### config.mk
export PLATFORM = sky130hd
export DESIGN_NAME = pulse_period_meter_flat
export DESIGN_NICKNAME = d
export VERILOG_FILES = /design/src/rtl/pulse_meter_pkg.sv /design/src/rtl/pulse_period_meter_if.sv /design/src/rtl/rising_edge_detect.sv /design/src/rtl/pulse_period_meter.sv /design/src/flat_wrapper.sv
export SDC_FILE = /design/constraint.sdc
export NUM_CORES = 1
export LEC_CHECK = 0
export BUFFER_PORTS_ARGS = -buffer_cell sky130_fd_sc_hd__buf_4
export CORE_ASPECT_RATIO = 1.5
export CORE_MARGIN = 5
export CORE_UTILIZATION = 58
export CTS_CLUSTER_DIAMETER = 120
export DETAILED_ROUTE_END_ITERATION = 10
export PLACE_DENSITY_LB_ADDON = 0.15
export SYNTH_ARGS = -nofsm -noshare
export SYNTH_HDL_FRONTEND = slang
export SYNTH_HIERARCHICAL = 1
export SYNTH_SLANG_ARGS = --single-unit
### constraint.sdc
create_clock -name clock -period 2.8 [get_ports clock]
set_input_delay 0.28 -clock clock [delete_from_list [all_inputs] [get_ports clock]]
set_output_delay 0.28 -clock clock [all_outputs]
set_load 0.01 [all_outputs]
### src/rtl/pulse_meter_pkg.sv
// +---------------------------------------------------------------------------
// | pulse_meter_pkg : shared types and constants for the pulse period meter
// | Revision 1.0
// +---------------------------------------------------------------------------
`default_nettype none

package pulse_meter_pkg;

  typedef enum logic [1:0] {
    IDLE  = 2'd0,
    ARM   = 2'd1,
    COUNT = 2'd2
  } state_t;

  localparam int DEFAULT_WIDTH    = 32;
  localparam int DEFAULT_AVG_LOG2 = 2;

  localparam logic [DEFAULT_WIDTH-1:0] COUNT_MAX = '1;

endpackage

`default_nettype wire

### src/rtl/pulse_period_meter_if.sv
// +---------------------------------------------------------------------------
// | pulse_period_meter_if : control/measurement bundle for pulse_period_meter
// | Revision 1.0
// +---------------------------------------------------------------------------
`default_nettype none

interface pulse_period_meter_if #(
  parameter int WIDTH = 32
) ();

  logic             enable;
  logic             in_pulse;
  logic [WIDTH-1:0] period;
  logic             period_valid;
  logic             measuring;
  logic             overflow;

  modport master (
    output enable,
    output in_pulse,
    input  period,
    input  period_valid,
    input  measuring,
    input  overflow
  );

  modport slave (
    input  enable,
    input  in_pulse,
    output period,
    output period_valid,
    output measuring,
    output overflow
  );

endinterface

`default_nettype wire

### src/rtl/rising_edge_detect.sv
// +---------------------------------------------------------------------------
// | rising_edge_detect : combinational rise = d & ~d_prev, d_prev registered
// | Revision 1.0
// +---------------------------------------------------------------------------
`default_nettype none

module rising_edge_detect (
  input  wire logic clock,
  input  wire logic reset,
  input  wire logic d,
  output logic      rise
);

  logic d_prev;

  always_ff @(posedge clock) begin
    if (reset) d_prev <= 1'b0;
    else       d_prev <= d;
  end

  assign rise = d & ~d_prev;

endmodule

`default_nettype wire

### src/rtl/pulse_period_meter.sv
// +---------------------------------------------------------------------------
// | pulse_period_meter : measures cycles between rising edges of in_pulse.
// | Optional averaging via PULSE_PERIOD_AVG_EN.          Revision 1.0
// +---------------------------------------------------------------------------
`default_nettype none

module pulse_period_meter
  import pulse_meter_pkg::*;
#(
  parameter int WIDTH = DEFAULT_WIDTH
`ifdef PULSE_PERIOD_AVG_EN
  , parameter int AVG_LOG2 = DEFAULT_AVG_LOG2
`endif
) (
  input wire logic             clock,
  input wire logic             reset,
  pulse_period_meter_if.slave  bus
);

  localparam logic [WIDTH-1:0] COUNT_ALL_ONES = '1;
  localparam logic [WIDTH-1:0] COUNT_ONE      = {{(WIDTH-1){1'b0}}, 1'b1};

  state_t           state, state_next;
  logic [WIDTH-1:0] count, count_next;
  logic [WIDTH-1:0] period_r, period_next;
  logic             valid_r, valid_next;
  logic             ovf_r, ovf_next;
  logic             rise;
  logic             report;
  logic             saturate;

`ifdef PULSE_PERIOD_AVG_EN
  logic [WIDTH+AVG_LOG2-1:0] acc, acc_next, acc_sum;
  logic [AVG_LOG2-1:0]       samples, samples_next;
`endif

  rising_edge_detect u_edge (
    .clock (clock),
    .reset (reset),
    .d     (bus.in_pulse),
    .rise  (rise)
  );

  always_ff @(posedge clock) begin
    if (reset) begin
      state    <= IDLE;
      count    <= '0;
      period_r <= '0;
      valid_r  <= 1'b0;
      ovf_r    <= 1'b0;
`ifdef PULSE_PERIOD_AVG_EN
      acc      <= '0;
      samples  <= '0;
`endif
    end else begin
      state    <= state_next;
      count    <= count_next;
      period_r <= period_next;
      valid_r  <= valid_next;
      ovf_r    <= ovf_next;
`ifdef PULSE_PERIOD_AVG_EN
      acc      <= acc_next;
      samples  <= samples_next;
`endif
    end
  end

  always_comb begin
    state_next  = state;
    count_next  = count;
    period_next = period_r;
    valid_next  = 1'b0;
    ovf_next    = ovf_r;
    report      = 1'b0;
    saturate    = 1'b0;

    // enable low wins over any edge seen in the same cycle
    if (!bus.enable) begin
      state_next = IDLE;
      count_next = '0;
    end else begin
      case (state)
        IDLE: begin
          count_next = '0;
          state_next = ARM;
        end
        ARM: begin
          if (rise) begin
            count_next = COUNT_ONE;
            state_next = COUNT;
          end
        end
        COUNT: begin
          if (rise) begin
            report     = 1'b1;
            count_next = COUNT_ONE;
          end else if (count == COUNT_ALL_ONES) begin
            saturate   = 1'b1;
            ovf_next   = 1'b1;
            state_next = ARM;
          end else begin
            count_next = count + COUNT_ONE;
          end
        end
        default: begin
          state_next = IDLE;
          count_next = '0;
        end
      endcase
    end

`ifdef PULSE_PERIOD_AVG_EN
    acc_sum      = acc + {{AVG_LOG2{1'b0}}, count};
    acc_next     = acc;
    samples_next = samples;
    if (!bus.enable || saturate) begin
      acc_next     = '0;
      samples_next = '0;
    end else if (report) begin
      if (samples == {AVG_LOG2{1'b1}}) begin
        period_next  = acc_sum[WIDTH+AVG_LOG2-1:AVG_LOG2];
        valid_next   = 1'b1;
        acc_next     = '0;
        samples_next = '0;
      end else begin
        acc_next     = acc_sum;
        samples_next = samples + {{(AVG_LOG2-1){1'b0}}, 1'b1};
      end
    end
`else
    if (report) begin
      period_next = count;
      valid_next  = 1'b1;
    end
`endif
  end

  assign bus.period       = period_r;
  assign bus.period_valid = valid_r;
  assign bus.measuring    = (state == COUNT);
  assign bus.overflow     = ovf_r;

endmodule

`default_nettype wire

### src/flat_wrapper.sv
// flat-port wrapper written by rule: the top's interface ports become plain ports
module pulse_period_meter_flat import pulse_meter_pkg::*;
#(
  parameter int WIDTH = DEFAULT_WIDTH

)
  (clock, reset, bus_enable, bus_in_pulse, bus_period, bus_period_valid, bus_measuring, bus_overflow);
  pulse_period_meter_if #(.WIDTH(WIDTH)) bus_i ();
  input wire logic clock;
  input wire logic reset;
  input wire logic [$bits(bus_i.enable)-1:0] bus_enable;
  input wire logic [$bits(bus_i.in_pulse)-1:0] bus_in_pulse;
  output wire logic [$bits(bus_i.period)-1:0] bus_period;
  output wire logic [$bits(bus_i.period_valid)-1:0] bus_period_valid;
  output wire logic [$bits(bus_i.measuring)-1:0] bus_measuring;
  output wire logic [$bits(bus_i.overflow)-1:0] bus_overflow;
  assign bus_i.enable = bus_enable;
  assign bus_i.in_pulse = bus_in_pulse;
  assign bus_period = bus_i.period;
  assign bus_period_valid = bus_i.period_valid;
  assign bus_measuring = bus_i.measuring;
  assign bus_overflow = bus_i.overflow;
  pulse_period_meter #(.WIDTH(WIDTH)) u_core (.clock(clock), .reset(reset), .bus(bus_i));
endmodule
# Word level (Yosys, flattened, before mapping)
# Index checks and enable logic that the tools add are counted.
[word_totals]
regBits = 69
in_bits = 4
out_inout_bits = 35
word_cells = 35
[op_classes]
addsub = 1
eq_ne = 7
muxes = 12
n_bitwise = 4
reduce_logical = 5
[op_table]
columns = ["operator", "count"]
rows = [
  ["2-to-1 mux 32 bit", 3],
  ["case mux 32 bit (2 select lines)", 1],
  ["adder 32 x 1 -> 32 bit (second input constant)", 1],
  ["equality test 32 bit (second input constant)", 1],
  ["2-to-1 mux 2 bit", 3],
  ["case mux 2 bit (3 select lines)", 1],
  ["2-to-1 mux 1 bit", 4],
  ["inequality test 2 x 1 -> 1 bit (second input constant)", 2],
  ["AND reduction 4 bit", 1],
  ["inequality test 3 x 2 -> 1 bit (second input constant)", 1],
  ["NOT 1 bit", 3],
  ["AND reduction 3 bit", 1],
  ["equality test 2 x 1 -> 1 bit (second input constant)", 1],
  ["equality test 2 bit (second input constant)", 1],
  ["zero test 2 bit", 1],
  ["inequality test 2 bit (second input constant)", 1],
  ["AND reduction 2 bit", 1],
  ["OR reduction 2 bit", 1],
  ["AND 1 bit", 1],
]

# Logic depth before layout (Yosys ltp)
[depth]
word_depth = 6
mapped_depth = 9
ltp_nobuf = 7

# Modules after synthesis
# The synthesis kept the hierarchy.
[by_module_without_submodules]
columns = ["mod", "n_inst", "cells_per_inst", "area_per_inst_um2", "seq_area_each_um2"]
rows = [
  ["pulse_period_meter", 1, 409, 3249.4, 1361.3],
  ["rising_edge_detect", 1, 3, 47.5, 20.0],
]

# Least setup slack after synthesis
# Ideal clock, no wire load.
[synth_path]
kind = "reg-to-reg"
start = "register u_core.count[0]"
end = "register u_core.count[22]"
setup_time_ps = 74
arrival_ps = 2020
t_required_ps = 2726
slack_ps = 705
path_stages_with_launch = 7
path_buffers = 0
period_less_slack_ps = 2095
cell_sequence = "dfxtp_1 -> ha_1 -> and4_1 -> nand3_1 -> or4_1 -> or4_1 -> a31oi_1"
[synth_between]
elab_chain_cells = 4
word_cells_on_any_way = 7
cone_classes = "add/sub (1); eq/ne (2); mux (3); reduce/logical (1)"
[synth_lines]
columns = ["item", "line_no", "text"]
rows = [
  ["start: declaration", "pulse_period_meter.sv:24", "logic [WIDTH-1:0] count, count_next;"],
  ["start signal: assignment", "pulse_period_meter.sv:57", "count <= count_next;"],
  ["adder 32 x 1 -> 32 bit", "pulse_period_meter.sv:102", "count_next = count + COUNT_ONE;"],
  ["2-to-1 mux 32 bit", "pulse_period_meter.sv:97", "end else if (count == COUNT_ALL_ONES) begin"],
  ["2-to-1 mux 32 bit", "pulse_period_meter.sv:94", "if (rise) begin"],
  ["case mux 32 bit (2 select lines)", "pulse_period_meter.sv:82", "case (state)"],
]
# Several ways; a longest one is shown, not always the timed one. The select of a mux whose other input is x is not followed.
# A chain may end at the register's enable or synchronous reset.

# Final worst setup path
# Same ends and word-level chain as after synthesis.

==> results.ini <==
[global_routing]
first_global_vias=3154
gr-total-overflow=0
grt_first_pass_wirelength_um=15000
largest_net_degree_at_the_start_of_global_routing=37
gr-usage-all-layers=0.2618
grt_antenna_before_repair=0

[route]
route.detailed.wl_per_inst_um=17.73
remaining_drc_errors=0
postRouteWirelength_um=9239
antenna_left=0
number_of_drc_markers_after_the_initial_detailed_route_iteration=409
routed-via-count=3357
drt_first_pass_iters=5
routed_via_density=6.443

[floorplanning]
starting_utilization_of_the_core_area=0.6004
floorplan.die.width_um=71.56
core_mm2=0.005492
die_h_um=102.3
rows=33
fp.dieArea_mm2=0.007323
io-pin-count=39

[yosys]
yosysSeqAreaShare=0.4190
synthDistinctLibCells=46
cell_taking_the_most_area_after_synthesis=dfxtp_1
ys_top_cells_by_area=dfxtp_1, nand2_1, a21oi_1, a31oi_1, nand3_1
synth.ff_latch_count=69
syn_area_per_cell_um2=8.002
synth_flop_cell=dfxtp_1
share_of_synthesized_flip_flops_with_an_asynchronous_set_or_reset=0
yosysTopAreaCellShare=0.4190
yosys_warnings=6
number_of_cells_produced_by_synthesis=412
synth_nets=421
syn-cell-area_mm2=0.003297
synth_enable_flop_cells=0

[cells_and_area]
layout.nets=455
final.fill_count=466
antenna_cells=0
finalCoreUtilization=0.7109
final_design_area_no_fill_mm2=0.003904
syn_to_final_growth_pct=18.41
final_cells=521
post_route_cells_drive_above_1_share=0.1707

[critical_path]
critPathArrivalTime_ps=2810
cp.buffers_inverters=0
startpoint_type=register
cp_slowest_cell=or4_1
worstPathMaxFanout=6
crit_chain=ha_1, and4_1, nand3_1, or4_1, or4_1, a31oi_1
critPathCaptureType=register
timing.critical_path.mode_cell=or4_1
crit_type=reg -> reg
slowest_delay_ps=610
crit_required_ps=3080
reg2reg_setup_slack_ps=260
timing.critical_path.max_delay_family=simple AND/OR/NAND/NOR gates

[pwr]
power_per_cell_area_mw_per_mm2=517.9
power_leakage_uw=0.001408
worst_ir_drop_vdd_mv=0.3751

[clock_tree]
cts.reportedPaths.clkPinSlew_ps=70
cts_made_buffers=9
cts-root-to-sink-buffers=2
clock_tree_from_tritoncts=built
clk_latency_ps=350
total_clock_sinks=69
cts_resized=0
cts_hold_repair.buffers=0
cts.repair_timing.setup_buffer_count=0
clockRootBuffer=clkbuf_8
htree_num_levels=3

[placement]
placed_cells=505
routabilityCongestion=0.8991
place.detailed.hpwl_um=6328
port-buffer-count=38
dpl-instance-area_mm2=0.003665

[timing]
worst_slew_margin_rel=0.3095
rsz0062_at_grt=false
timing.final.crit_period_ps=2536
fin_setup_tns_ps=0
slew_at_the_pin_with_the_worst_max_slew_slack_ps=1036
slew_violations=0
max_freq_mhz=394.3
final.setup_skew_ps=7.881
period_share=0.9057
timing_hold_violations_final=0
report.final.setup_viol=0

[job]
drv_cap=0

[outcome]
outcome=finished, final reports clean

[worst_hold_path]
timing.hold.worst.class=in -> reg

-- cells by family (layout without fill, tap and decap cells) --
| family | Yosys count | count (layout) | synth area share |
|---|---|---|---|
| fa+ha+maj | 5 | 5 | 0.01898 |
| flops | 69 | 69 | 0.4190 |
| compound gates | 116 | 116 | 0.2277 |
| mux | 1 | 1 | 0.003036 |
| buf+inv | 41 | 80 | 0.05047 |
| simple gates | 180 | 180 | 0.2808 |
-- final timing paths --
path | startpoint | end | cells past startpoint
worst max register to register | u_core/count[0] | u_core/count[22] | 6
worst min register to register | u_core/bus.overflow | u_core/bus.overflow | 2
worst min-delay path | bus_in_pulse | u_core/u_edge/d_prev | 2
worst max-delay path | u_core/count[0] | u_core/count[22] | 6
-- area by class of cell --
type / count / area [um^2] / area share
Sequential cell: 69 / 1381 / 0.3538
Tap cell: 70 / 87.58 / 0.02244
Timing Repair Buffer: 55 / 412.9 / 0.1058
Inverter: 9 / 33.78 / 0.008654
Clock inverter: 6 / 111.4 / 0.02853
Multi-Input combinational cell: 302 / 1749 / 0.4481
Clock buffer: 10 / 127.6 / 0.03269
-- Yosys cell counts, types with 2 or more instances --
library cell	count
nand2b_1	5
o311ai_0	5
nor2b_1	4
nor2_1	9
clkbuf_2	2
dfxtp_1	69
ha_1	5
inv_1	9
a31oi_1	20
nand4_1	13
a211oi_1	4
clkbuf_1	22
o41ai_1	3
o31ai_1	6
o21ai_0	7
nand4b_1	3
a311oi_1	9
buf_2	8
nand2_1	87
or3_1	3
nor2b_4	2
and2_1	3
and4_1	4
nand3_1	18
a21oi_1	46
or4_1	5
nor3_1	5
o22ai_1	2
o221a_2	2
o31a_1	3
and3_1	10
nor4_1	3
o21a_1	3
-- where the power goes --
group	leakage, uW	internal [uW]	total (uW)	switching (uW)
Sequential	0.000556	983	985	2.31
Clock	0.000116	592	975	383
Combinational	0.000735	17.8	61.9	44.2
Total	0.00141	1590	2020	430
-- through the flow --
| step | hold slack [ps] | setup WS (ps) | total power [uW] |
|---|---|---|---|
| 5_1_grt | 149.5 | 187.6 | 2088 |
| 2_1_floorplan | 344.3 | 705.4 | 1049 |
| 3_3_place_gp | 435.4 | 465.3 | 1067 |
| 3_5_place_dp | 447.3 | 384.1 | 1069 |
| 4_1_cts | 143.3 | 334.4 | 2037 |
| 6_report | 157.9 | 263.9 | 2022 |
-- sequential cells by signal (all words and copies together) (netlist names) --
name                     flops
u_core/bus.period           32
u_core/state                 2
u_core/bus.overflow          1
u_core/u_edge/d_prev         1
u_core/bus.period_valid      1
u_core/count                32
-- placed cells by master, fill, tap and decap left out, types with 2 or more instances in the layout --
master	instances
a211oi_1	4
a21oi_1	46
a311oi_1	9
a31oi_1	20
and2_1	3
and3_1	10
and4_1	4
buf_4	55
bufinv_16	3
clkbuf_8	9
dfxtp_1	69
ha_1	5
inv_1	9
nand2_1	87
nand2b_1	5
nand3_1	18
nand4_1	13
nand4b_1	3
nor2_1	9
nor2b_1	4
nor2b_4	2
nor3_1	5
nor4_1	3
o21a_1	3
o21ai_0	7
o221a_2	2
o22ai_1	2
o311ai_0	5
o31a_1	3
o31ai_1	6
o41ai_1	3
or3_1	3
or4_1	5
-- worst reg2reg max path: cells and delay by family (launching register included) --
kind,cells,cell delay (ps)
compound gates,1,180
fa+ha+maj,1,290
simple gates,4,1530
flops,1,470
-- metal layers --
metal  vias to the layer above  global-route usage  share of wire
li1                       1583                   -              -
met1                      1599              0.3056           0.39
met2                       144              0.4433           0.51
met3                        31             0.05807          0.066
met4                         0              0.1418          0.034
met5                         -                   0              0
Note: power is estimated with default switching activity, not from simulation.
